### src/rtl/mem_pkg.sv
// Shared types and default sizing for the shared-memory arbiter.
package mem_pkg;

    localparam int DEF_WIDTH   = 8;
    localparam int DEF_DEPTH   = 16;
    localparam int DEF_NREQ    = 4;
    localparam int DEF_TIMEOUT = 15;

    // IDLE  | waiting for any request, latches the winner's command
    // ISSUE | mem_valid high for one cycle with the latched command
    // WAIT  | waiting for mem_ready or for the timeout to expire
    typedef enum logic [1:0] {
        IDLE  = 2'd0,
        ISSUE = 2'd1,
        WAIT  = 2'd2
    } state_e;

endpackage

### src/rtl/mem_arbiter_rr_pick.sv
// Round-robin winner selection: first requester at or after rr_ptr,
// scanning upward and wrapping from NREQ-1 back to 0.
module rr_pick #(
    parameter int NREQ  = 4,
    parameter int IDX_W = $clog2(NREQ)
) (
    input  logic [NREQ-1:0]  req,
    input  logic [IDX_W-1:0] rr_ptr,
    output logic [IDX_W-1:0] grant,
    output logic             any
);

    function automatic logic [IDX_W-1:0] wrap_add(input logic [IDX_W-1:0] base, input int ofs);
        int s;
        s = int'(base) + ofs;
        if (s >= NREQ) begin
            s = s - NREQ;
        end
        return IDX_W'(s);
    endfunction

    // Scan from the farthest offset down so the nearest requester wins last.
    always_comb begin
        grant = '0;
        any   = 1'b0;
        for (int k = NREQ - 1; k >= 0; k--) begin
            if (req[wrap_add(rr_ptr, k)]) begin
                grant = wrap_add(rr_ptr, k);
                any   = 1'b1;
            end
        end
    end

endmodule

### src/rtl/mem_arbiter.sv
// Round-robin arbiter sharing one memory command port among NREQ requesters.
// One transaction at a time: latch in IDLE, strobe in ISSUE, complete in WAIT
// on mem_ready or after TIMEOUT WAIT cycles (error completion).
module mem_arbiter
    import mem_pkg::*;
#(
    parameter int WIDTH      = DEF_WIDTH,
    parameter int DEPTH      = DEF_DEPTH,
    parameter int ADDR_WIDTH = $clog2(DEPTH),
    parameter int NREQ       = DEF_NREQ,
    parameter int TIMEOUT    = DEF_TIMEOUT
) (
    input  logic                       clk,
    input  logic                       rst,
    input  logic [NREQ-1:0]            req,
    input  logic [NREQ-1:0]            req_wr_rd,
    input  logic [NREQ*ADDR_WIDTH-1:0] req_addr,
    input  logic [NREQ*WIDTH-1:0]      req_wdata,
    output logic [NREQ-1:0]            done,
    output logic                       err,
    output logic [WIDTH-1:0]           rsp_rdata,
    output logic                       mem_valid,
    output logic                       mem_wr_rd,
    output logic [ADDR_WIDTH-1:0]      mem_addr,
    output logic [WIDTH-1:0]           mem_wdata,
    input  logic [WIDTH-1:0]           mem_rdata,
    input  logic                       mem_ready
);

    localparam int IDX_W = $clog2(NREQ);
    localparam int CNT_W = $clog2(TIMEOUT + 1);

    state_e                  state_q, state_d;
    logic [IDX_W-1:0]        rr_ptr_q, rr_ptr_d;
    logic [IDX_W-1:0]        idx_q, idx_d;
    logic                    wr_rd_q, wr_rd_d;
    logic [ADDR_WIDTH-1:0]   addr_q, addr_d;
    logic [WIDTH-1:0]        wdata_q, wdata_d;
    logic [CNT_W-1:0]        cnt_q, cnt_d;
    logic [NREQ-1:0]         done_q, done_d;
    logic                    err_q, err_d;
    logic [WIDTH-1:0]        rdata_q, rdata_d;

    logic [IDX_W-1:0]        grant;
    logic                    any;
    logic [IDX_W-1:0]        next_ptr;

    rr_pick #(
        .NREQ  (NREQ),
        .IDX_W (IDX_W)
    ) u_rr_pick (
        .req    (req),
        .rr_ptr (rr_ptr_q),
        .grant  (grant),
        .any    (any)
    );

    // Pointer moves just past the requester being completed.
    assign next_ptr = (idx_q == IDX_W'(NREQ - 1)) ? '0 : idx_q + 1'b1;

    // Next-state and command/response updates; only IDLE samples requester inputs.
    always_comb begin
        state_d  = state_q;
        rr_ptr_d = rr_ptr_q;
        idx_d    = idx_q;
        wr_rd_d  = wr_rd_q;
        addr_d   = addr_q;
        wdata_d  = wdata_q;
        cnt_d    = cnt_q;
        done_d   = '0;
        err_d    = 1'b0;
        rdata_d  = rdata_q;
        case (state_q)
            IDLE: begin
                if (any) begin
                    idx_d   = grant;
                    wr_rd_d = req_wr_rd[grant];
                    addr_d  = req_addr[grant*ADDR_WIDTH +: ADDR_WIDTH];
                    wdata_d = req_wdata[grant*WIDTH +: WIDTH];
                    state_d = ISSUE;
                end
            end
            ISSUE: begin
                cnt_d   = '0;
                state_d = WAIT;
            end
            WAIT: begin
                if (mem_ready) begin
                    done_d[idx_q] = 1'b1;
                    if (!wr_rd_q) begin
                        rdata_d = mem_rdata;
                    end
                    rr_ptr_d = next_ptr;
                    state_d  = IDLE;
                end else if (cnt_q == CNT_W'(TIMEOUT - 1)) begin
                    // This is the TIMEOUT-th WAIT cycle without an acknowledge.
                    done_d[idx_q] = 1'b1;
                    err_d         = 1'b1;
                    rr_ptr_d      = next_ptr;
                    state_d       = IDLE;
                end else begin
                    cnt_d = cnt_q + 1'b1;
                end
            end
            default: begin
                state_d = IDLE;
            end
        endcase
    end

    // State and datapath registers with synchronous reset.
    always_ff @(posedge clk) begin
        if (rst) begin
            state_q  <= IDLE;
            rr_ptr_q <= '0;
            idx_q    <= '0;
            wr_rd_q  <= 1'b0;
            addr_q   <= '0;
            wdata_q  <= '0;
            cnt_q    <= '0;
            done_q   <= '0;
            err_q    <= 1'b0;
            rdata_q  <= '0;
        end else begin
            state_q  <= state_d;
            rr_ptr_q <= rr_ptr_d;
            idx_q    <= idx_d;
            wr_rd_q  <= wr_rd_d;
            addr_q   <= addr_d;
            wdata_q  <= wdata_d;
            cnt_q    <= cnt_d;
            done_q   <= done_d;
            err_q    <= err_d;
            rdata_q  <= rdata_d;
        end
    end

    assign done      = done_q;
    assign err       = err_q;
    assign rsp_rdata = rdata_q;
    assign mem_valid = (state_q == ISSUE);
    assign mem_wr_rd = wr_rd_q;
    assign mem_addr  = addr_q;
    assign mem_wdata = wdata_q;

endmodule

### config.mk
export PLATFORM = sky130hd
export DESIGN_NAME = mem_arbiter
export DESIGN_NICKNAME = d
export VERILOG_FILES = /design/src/rtl/mem_pkg.sv /design/src/rtl/mem_arbiter_rr_pick.sv /design/src/rtl/mem_arbiter.sv
export SDC_FILE = /design/constraint.sdc
export NUM_CORES = 1
export LEC_CHECK = 0
export CAP_MARGIN = 25
export CORE_MARGIN = 5
export CORE_UTILIZATION = 40
export CTS_CLUSTER_DIAMETER = 80
export CTS_CLUSTER_SIZE = 14
export DETAILED_ROUTE_END_ITERATION = 10
export PLACE_DENSITY_LB_ADDON = 0.08
export SYNTH_ARGS = -nofsm -noshare
export SYNTH_HDL_FRONTEND = slang
export SYNTH_SLANG_ARGS = --single-unit
### constraint.sdc
create_clock -name clk -period 2.9 [get_ports clk]
set_input_delay 0.58 -clock clk [delete_from_list [all_inputs] [get_ports clk]]
set_output_delay 0.58 -clock clk [all_outputs]
set_load 0.01 [all_outputs]
==> results.py <==
metrics = {
    "clock_tree": {
        "cts_made_buffers": 5,
        "cts.clk_slew.worst_paths_ps": 80,
        "post_cts.repair.setup_buffers": 0,
        "clock-root-buffer": "clkbuf_8",
        "cts_resized": 0,
        "cts_hold_buf": 0,
        "insertion_delay_ps": 280,
        "htreeDepth": 2,
        "cts_tree": "yes",
        "numClockSinks": 36,
        "clockBufferDepth": 2,
    },
    "sta": {
        "min_period_ps": 2450,
        "timing.final.crit_share_pct": 84.6,
        "max_freq_ghz": 0.408,
        "report.final.setup_viol": 0,
        "clock_skew_ps": 7.67,
        "fin_setup_tns_ps": 0,
        "worst_pin_slew_ps": 596,
        "hold_viol": 0,
        "rsz0062_at_grt": "false",
        "slew_headroom_pct": 60.2,
        "drv_slew": 0,
    },
    "power": {
        "p_leak_uw": 0.00124,
        "clock_power_share_pct": 34.2,
        "p_switching_uw": 346,
        "max-vdd-ir-drop_uv": 337,
        "power_frac_comb_pct": 26.2,
        "p_int_uw": 1060,
        "power.share.sequential_pct": 39.6,
        "powerDensity_nw_per_um2": 460,
        "p_sw_share_pct": 24.7,
    },
    "floorplanning": {
        "dieHeight_um": 79.1,
        "start_util_pct": 40.7,
        "dieArea_um2": 6260,
        "coreArea_um2": 4690,
        "num_rows": 25,
        "die_w_um": 79.1,
        "ios": 94,
    },
    "setup_path": {
        "critPathLaunchType": "input pin",
        "crit_type": "input pin to register",
        "crit_chain": "clkdlybuf4s50_1 -> nor2b_1 -> or4_1 -> nand2_4 -> mux2_1 -> a221o_1",
        "crit_family": "simple AND/OR/NAND/NOR gates",
        "path_max_fanout": 13,
        "required_ps": 3070,
        "worstPathArrival_ps": 2630,
        "crit_path_max_incr_delay_ps": 570,
        "cp-end-kind": "register",
        "worst_path_max_delay_cell": "or4_1",
        "path_buf_inv": 1,
    },
    "routing": {
        "drt_iter0_markers": 89,
        "drt_wl_total_um": 5570,
        "viasPerCell": 5.30,
        "antenna_left": 0,
        "dr.pass1.iters": 4,
        "wl_per_cell_um": 15.2,
        "drcViolationCount": 0,
        "vias": 1941,
    },
    "run_status": {
        "status": "completed",
    },
    "run": {
        "cap_violations": 0,
    },
    "logic_synthesis": {
        "synth.cell_area_um2": 1910,
        "synth_flop_cell": "dfxtp_1",
        "yosysSeqAreaShare_pct": 37.7,
        "avgSynthCellArea_um2": 8.98,
        "yosys_warnings": 0,
        "syn_inst": 213,
        "ys_async_sr_fraction_pct": 0,
        "syn_nets": 289,
        "synth_seq_cells": 36,
        "synth_edf_count": 0,
        "yosys.cell_types.count": 36,
    },
    "finish": {
        "diodes": 0,
        "layout_commonest_cell": "clkdlybuf4s50_1",
        "stdcell_count": 366,
        "final_nets": 387,
        "layout_common_cells": "clkdlybuf4s50_1, dfxtp_1, nor2_1",
        "syn2layout_area_growth_pct": 59.6,
        "drive_gt1_share_pct": 7.37,
    },
    "min_path": {
        "hold_class": "register to register",
    },
    "global_routing": {
        "grt_pass1_wl_um": 8700,
        "grt_overflow": 0,
        "grt_max_degree": 22,
        "antenna_found_initial": 0,
        "grt.total_usage_pct": 17.5,
        "first_global_vias": 1790,
    },
    "place": {
        "place_congestion": 0.773,
        "dp_hpwl_um": 4290,
        "dpl.cell_count": 358,
        "io_buffers": 93,
    },
}
final cells by class:
type                    instances  area (um^2)
clock buffers                   7         96.3
clock inverters                 1         30.0
fillers                       414         1640
inverters                       6         22.5
multi-input cells             158         1100
flip-flops and latches         36          721
well taps                      54         67.6
repair buffers                104         1010
state kept, by name, indices dropped and copies added (netlist names):
name / count
done: 4
rsp_rdata: 8
idx_q: 2
rr_ptr_q: 2
mem_wr_rd: 1
err: 1
state_q: 2
mem_addr: 4
cnt_q: 4
mem_wdata: 8
cell families after synthesis:
group | after synthesis | share of synthesized area (%)
AND/OR/NAND/NOR | 66 | 17.5
AO/OA/AOI/OAI | 60 | 21.2
buffers and inverters | 19 | 4.78
flip-flops | 36 | 37.7
adder cells (fa/ha/maj) | 9 | 5.89
multiplexers | 23 | 12.9
power groups by stage:
stage / sequential [uW] / clock, uW / combinational (uW)
2_1_floorplan: 577 / 0 / 158
3_3_place_gp: 567 / 0 / 365
3_5_place_dp: 567 / 0 / 370
4_1_cts: 556 / 493 / 372
5_1_grt: 561 / 518 / 400
6_report: 556 / 480 / 367
metrics by stage:
step	hold WS, ps	power (uW)	worst slack (ps)	cell area (um^2)	utilization (%)
finish	491	1400	447	3050	65.0
global route	509	1480	368	3050	65.0
CTS	492	1420	431	3050	65.0
detailed placement	473	937	128	2920	62.3
global placement	469	932	197	2920	62.3
floorplan	460	735	585	1910	-
Yosys cell counts (5+ instances only):
cell,instances,area [um^2]
dfxtp_1,36,721
nor2_1,24,90.1
a21oi_1,23,115
nand3_1,16,80.1
o21ai_0,14,70.1
a221o_1,13,130
mux2_1,13,146
mux2i_1,10,100
clkbuf_1,9,33.8
ha_1,9,113
inv_1,6,22.5
nor3_1,5,25.0
per-layer routing:
layer,vias up,GRT usage (%),share of wire [%]
li1,972,-,-
met1,902,22.8,45
met2,63,28.4,47
met3,4,4.88,6.9
met4,0,4.64,0.90
met5,-,0,0
worst paths after layout:
path,start,endpoint,slack (ps),cells after the start
setup / recovery,req[0],mem_wdata[3]$_SDFFE_PP0P_,450,6
hold / removal,mem_wdata[4]$_SDFFE_PP0P_,mem_wdata[4]$_SDFFE_PP0P_,490,1
setup reg to reg,rr_ptr_q[0]$_SDFFE_PP0P_,mem_wdata[3]$_SDFFE_PP0P_,850,5
hold reg to reg,mem_wdata[4]$_SDFFE_PP0P_,mem_wdata[4]$_SDFFE_PP0P_,490,1
(Power assumes the default switching activity.)
